**src/rtl/truth_table_sweeper.sv**
```systemverilog
// Self-test sequencer: walks a 4-input decode block through codes 0..15, captures
// Y1/Y2 after a settle delay and scores them against expected minterm masks.
module truth_table_sweeper #(
  parameter int          SETTLE_CYCLES = 2,
  parameter logic [15:0] Y1_EXPECT     = 16'h38F0,
  parameter logic [15:0] Y2_EXPECT     = 16'h0036,
  parameter bit          STOP_ON_FAIL  = 1'b0
) (
  input  logic        clk,
  input  logic        rst,
  input  logic        start,
  output logic        busy,
  output logic        done,
  output logic        pass,
  output logic [3:0]  dut_abcd,
  input  logic        dut_y1,
  input  logic        dut_y2,
  output logic [15:0] y1_capture,
  output logic [15:0] y2_capture,
  output logic [4:0]  fail_count,
  output logic [3:0]  first_fail_idx
);

  typedef enum logic [1:0] {IDLE, SETTLE, SAMPLE, DONE} state_t;

  localparam logic [3:0] SETTLE_LAST = 4'(SETTLE_CYCLES - 1);

  state_t      state, state_nxt;
  logic [3:0]  idx, idx_nxt;
  logic [3:0]  wait_cnt, wait_nxt;
  logic        busy_nxt, done_nxt, pass_nxt;
  logic [3:0]  abcd_nxt, ffi_nxt;
  logic [15:0] y1_nxt, y2_nxt;
  logic [4:0]  fc_nxt;
  logic        mismatch;

  always_ff @(posedge clk) begin
    if (rst) begin
      state          <= IDLE;
      idx            <= '0;
      wait_cnt       <= '0;
      busy           <= 1'b0;
      done           <= 1'b0;
      pass           <= 1'b0;
      dut_abcd       <= '0;
      y1_capture     <= '0;
      y2_capture     <= '0;
      fail_count     <= '0;
      first_fail_idx <= '0;
    end else begin
      state          <= state_nxt;
      idx            <= idx_nxt;
      wait_cnt       <= wait_nxt;
      busy           <= busy_nxt;
      done           <= done_nxt;
      pass           <= pass_nxt;
      dut_abcd       <= abcd_nxt;
      y1_capture     <= y1_nxt;
      y2_capture     <= y2_nxt;
      fail_count     <= fc_nxt;
      first_fail_idx <= ffi_nxt;
    end
  end

  always_comb begin
    state_nxt = state;
    idx_nxt   = idx;
    wait_nxt  = wait_cnt;
    busy_nxt  = busy;
    done_nxt  = 1'b0;
    pass_nxt  = pass;
    abcd_nxt  = dut_abcd;
    y1_nxt    = y1_capture;
    y2_nxt    = y2_capture;
    fc_nxt    = fail_count;
    ffi_nxt   = first_fail_idx;
    mismatch  = (dut_y1 != Y1_EXPECT[idx]) || (dut_y2 != Y2_EXPECT[idx]);

    case (state)
      IDLE: begin
        if (start) begin
          idx_nxt   = '0;
          abcd_nxt  = '0;
          wait_nxt  = '0;
          y1_nxt    = '0;
          y2_nxt    = '0;
          fc_nxt    = '0;
          ffi_nxt   = '0;
          pass_nxt  = 1'b0;
          busy_nxt  = 1'b1;
          state_nxt = SETTLE;
        end
      end
      SETTLE: begin
        wait_nxt = wait_cnt + 4'd1;
        if (wait_cnt == SETTLE_LAST) state_nxt = SAMPLE;
      end
      SAMPLE: begin
        y1_nxt[idx] = dut_y1;
        y2_nxt[idx] = dut_y2;
        if (mismatch) begin
          fc_nxt = fail_count + 5'd1;
          if (fail_count == 5'd0) ffi_nxt = idx;
        end
        // done/pass are registered, so they are set on the way into DONE
        if (idx == 4'd15 || (STOP_ON_FAIL && mismatch)) begin
          done_nxt  = 1'b1;
          busy_nxt  = 1'b0;
          pass_nxt  = (fc_nxt == 5'd0);
          state_nxt = DONE;
        end else begin
          idx_nxt   = idx + 4'd1;
          abcd_nxt  = idx + 4'd1;
          wait_nxt  = '0;
          state_nxt = SETTLE;
        end
      end
      DONE: state_nxt = IDLE;
      default: state_nxt = IDLE;
    endcase
  end

endmodule

```
**config.mk**
```make
export PLATFORM = sky130hd
export DESIGN_NAME = truth_table_sweeper
export DESIGN_NICKNAME = d
export VERILOG_FILES = /design/src/rtl/truth_table_sweeper.sv
export SDC_FILE = /design/constraint.sdc
export NUM_CORES = 1
export LEC_CHECK = 0
export ABC_CLOCK_PERIOD_IN_PS = 2300
export CAP_MARGIN = 5
export CORE_MARGIN = 4
export CORE_UTILIZATION = 45
export CTS_CLUSTER_SIZE = 30
export DETAILED_ROUTE_END_ITERATION = 10
export GPL_TIMING_DRIVEN = 0
export PLACE_DENSITY_LB_ADDON = 0.25
export SYNTH_ARGS = -nofsm -noshare
export SYNTH_HDL_FRONTEND = slang
export SYNTH_SLANG_ARGS = --single-unit
```
**constraint.sdc**
```tcl
create_clock -name clk -period 2.3 [get_ports clk]
set_clock_uncertainty 0.15 [all_clocks]
set_input_delay 0.46 -clock clk [delete_from_list [all_inputs] [get_ports clk]]
set_output_delay 0.46 -clock clk [all_outputs]
set_load 0.01 [all_outputs]
```
; ---- Word level (Yosys, flattened, before mapping)
; Memories as Yosys holds them, arrays and structs flattened. A register that Yosys moved wholly into a read port is not among the register bits.
; Index checks and enable logic that the tools add are counted.
[totals]
out_inout_bits = 48
in_bits = 5
reg_bits = 54
n_memories = 2
elab_cells = 81
mem_bits_ro = 32
[memory_table]
columns = name, depth, width, read_ports, rd_clocked_by_memory_dff, write_ports, line
row1 = (name not given), 16, 1, 1, 1, 0, 77  ; mismatch = (dut_y1 != Y1_EXPECT[idx]) || (dut_y2 != Y2_EXPECT[idx]);
row2 = (name not given), 16, 1, 1, 1, 0, 77
[classes]
addsub = 3
mux = 36
reduce_logical = 14
eq_ne = 13
n_bitwise = 1
magnitude_cmp = 2
[op_table]
columns = op, n
row1 = 16-bit case mux with 2 select lines, 2
row2 = 4-bit two-way mux, 9
row3 = 16-bit bitwise mux, 2
row4 = 16-bit two-way mux, 1
row5 = 4-bit case mux with 2 select lines, 2
row6 = 5-bit two-way mux, 3
row7 = "2-bit inequality test, second input constant", 6
row8 = 4-bit case mux with 3 select lines, 1
row9 = 5-bit zero test, 2
row10 = 5-bit case mux with 2 select lines, 1
row11 = 3-bit AND reduction, 3
row12 = "4-bit by 1-bit adder with 4-bit output, second input constant", 2
row13 = 1-bit two-way mux, 8
row14 = 2-bit case mux with 4 select lines, 1
row15 = 2-bit two-way mux, 3
row16 = "5-bit by 1-bit adder with 5-bit output, second input constant", 1
row17 = "4-bit by 5-bit less-than comparator with 1-bit output, second input constant", 1
row18 = 1-bit demux with 4-bit select, 1
row19 = "2-bit equality test, second input constant", 2
row20 = "4-bit by 1-bit equality test with 1-bit output, second input constant", 1
row21 = "4-bit equality test, second input constant", 1
row22 = "4-bit by 1-bit >= comparator with 1-bit output, second input constant", 1
row23 = 1-bit case mux with 2 select lines, 2
row24 = 2-bit AND reduction, 2
row25 = 10 further kinds, 11

; ---- Depth between registers and ports, before layout
[depth]
ltp_word = 9
depth_mapped = 9
ltp_nobuf = 8

; ---- Worst setup path after synthesis
; No wires, ideal clock.
[synth_timing]
kind = reg-to-reg
start = register idx[0]
end = register with a tool-made name
synth_period_minus_slack_ns = 2.140
setup_ns = 0.069
t_arrival_ns = 1.921
slack_ns = 0.160
path_buffers = 1
path_stages_with_launch = 10
required_time_ns = 2.081
cell_sequence = dfxtp_1 > ha_1 > and3_4 > buf_6 > nor2_1 > nand2_1 > a21oi_1 > ha_1 > or4b_1 > o21ai_1
[synth_lines]
columns = element, line
row1 = from (decl), 29  ; logic [3:0] idx, idx_nxt;
row2 = from (signal assigned), 52  ; idx <= idx_nxt;

==> impl_results.md <==
- Post-synth ARST share: 0%
- Post-synthesis register bit count: 56
- Die W: 84.6 um
- ANT nets after route: 0
- # diodes: 0
- Root Buffer: clkbuf_8
- Global-route wire length before repair: 12300 um
- Period utilization: 98.0%
- Most frequent cell after synthesis: dfxtp_1
- CTS tree: done
- Clk pin slew, worst setup/hold paths: 100 ps
- RSZ-0062 raised after global routing: yes
- Peak supply drop: 259 uV
- Yosys warnings: 0
- Clk_lat worst skew: 310 ps
- Postcts setup bufs: 0
- Final instance area: 3390 um2
- Worst reg2reg startpoint: state[0]$_SDFFE_PP0P_
- Crit. End Element: register
- Layout cell share with drive strength beyond 1: 8.74%
- Critical Path AT: 2350 ps
- HP Start: y2_capture[5]$_SDFFE_PP0P_
- Final hold vios: 0
- Netlist cell types: 44
- Hold EP: y2_capture[5]$_SDFFE_PP0P_
- Hold crit path type: register to register
- Area leader, netlist: dfxtp_1
- DIE HEIGHT: 84.6 um
- Run status: completed
- Post-Route M1 WL: 3350 um
- DRC viols: 0
- Total of max-cap violations: 0
- Synthesized cell area: 2640 um2
- Fmax: 444 MHz
- DPL Wire Length: 5450 um
- Top layer in use: met4
- Max FO, Critical Path: 10
- Layout area overhead: 28.4%
- GRT Total Usage: 20.8%
- Rel. slew slack: 60.9%
- DR iter-0 viols: 250
- Core Util, Final: 60.5%
- Mapped Avg Cell Area: 7.96 um2
- PD cells: 523 nW/um2
- # setup viols final: 0
- Post-synth net total: 346
- Fill count: 536
- CP Data Required Time: 2390 ps
- Clock sink count: 56
- Mapped Cells: 332
- Max Slew Vio Count: 0
- Top cells by area, synth: dfxtp_1 (42%), nand3_1 (9.3%), a21oi_1 (7.8%)
- Main flop type after synthesis: dfxtp_1
- Largest net degree at the start of global routing: 18
- Number of global-route vias before repair: 2558
- DRT Pass-1 Iters: 4
- Hold buffer count at cts: 0
- Starting Density: 47.1%
- WL per Instance: 16.2 um
- Crit Path Class: input pin to register
- WL met3: 437 um
- Met2 wire length: 3610 um
- I/O pin total: 53
- Startpoint types: input pin
- Placed cell area: 3230 um2
- Initial antenna violation count: 0
- CTS Buffer Depth: 2
- Sum Neg Setup Slack: 0 ps
- Final net count: 402
- Worst hold path depth: 2
- Total grt overflow: 0
- Register-to-Register Path Depth: 8
- Total die area: 7160 um2
- Via count: 2649
- CTS buffer count: 5
- PortBufs: 50
- Fraction of the yosys area taken by sequential cells: 42.4%
- Core Area: 5610 um2
- Internal reg-to-reg setup slack: 70 ps
- Number of synthesized flops with an enable pin: 0
- Row Count: 27
- Post-synth top cells: dfxtp_1 (56), nand3_1 (49), a21oi_1 (41)
- Final min period: 2250 ps
- GP Congestion: 0.888
- Final WL: 7480 um
- Vias/cell: 5.75
- Lkg Pwr: 0.00111 uW
- Top-area cell type share of the netlist area: 42.4%
- Number of H-tree levels: 2
- Slew @ Worst Pin: 587 ps
-- logic make-up after synthesis --
kind of cell,synth area share [%]
and+or+nand+nor,29.0
AOI/OAI and AO/OA,15.8
DFF,42.4
buffers and inverters,5.11
adders and majority gates,4.26
xor gates and xnor gates,2.32
muxes,1.14
-- area by class of cell --
cell class	count	area (um2)	area share, %
Inverter	5	18.8	0.553
Multi-Input combinational cell	246	1430	42.1
Sequential cell	56	1120	33.1
Clock buffer	5	68.8	2.03
Timing Repair Buffer	50	500	14.7
Buffer	24	120	3.54
Tap cell	72	90.1	2.65
Clock inverter	3	42.5	1.25
-- worst max-delay path by stage --
stage / start / end / slack, ps / depth (start not counted)
floorplan: idx[0]$_SDFFE_PP0N_ / register / 160 / 9
global placement: start / register / -530 / 9
detailed placement: start / register / -580 / 9
CTS: idx[0]$_SDFFE_PP0N_ / register / 3 / 9
global route: state[0]$_SDFFE_PP0P_ / register / -30 / 8
finish: rst / register / 50 / 7
-- where the power goes --
part           switching (uW)  total [uW]  internal (uW)
clock                     331         654            323
sequential               8.02         984            976
combinational            96.8         136           39.4
total                     436        1770           1340
-- critical path, cell delays in order --
cell and delay, ps:
clkdlybuf4s50_1 510, clkbuf_2 260, buf_2 250, a21oi_2 140, ha_1 150, or4b_1 440, o21ai_1 130
-- timing repair --
action / CTS / global route
gates resized for setup: 12 / 9
endpoints found under the setup margin: 2 / 7
pin swaps: 0 / 0
-- through the flow --
stage          power (uW)  instances  setup WS, ps  hold WS [ps]
3_5_place_dp         1140        454          -577           310
3_3_place_gp         1130        454          -529           308
4_1_cts              1770        461          2.54           325
2_1_floorplan        1090        332           160           342
6_report             1770        461          46.4           322
5_1_grt              1820        461         -28.6           344
-- flip-flops by register name, indices dropped and copies added, names as in the netlist, named ones only --
signal and flops:
y1_capture 16, y2_capture 16, fail_count 5, first_fail_idx 4, idx 4, wait_cnt 4, state 2, busy 1
done 1, pass 1
-- routing by layer --
layer  up-vias  GRT usage [%]
met4         0           5.47
li1       1284              -
met2        96           35.5
met3        11           3.83
met1      1258           27.1
met5         -              0
-- placed cells by master (no fill, tap or decap), types with 2 or more instances in the layout --
cell type and count:
inv_1 5, buf_6 2, o31ai_1 3, clkbuf_1 11, nand2_1 35, a32oi_1 2, dfxtp_1 54, a21oi_1 40
dfxtp_2 2, nor4_1 2, nor2b_1 4, nand4_1 12, nand2b_1 5, o311ai_0 2, buf_4 2, xor2_1 6
mux2i_1 3, buf_2 2, nor3_1 4, clkdlybuf4s50_1 50, nand3_1 49, clkbuf_8 5, nor2_1 35, clkbuf_2 4
o21ai_0 7, ha_1 8, buf_1 3
Note: power is estimated with default switching activity, not from simulation.
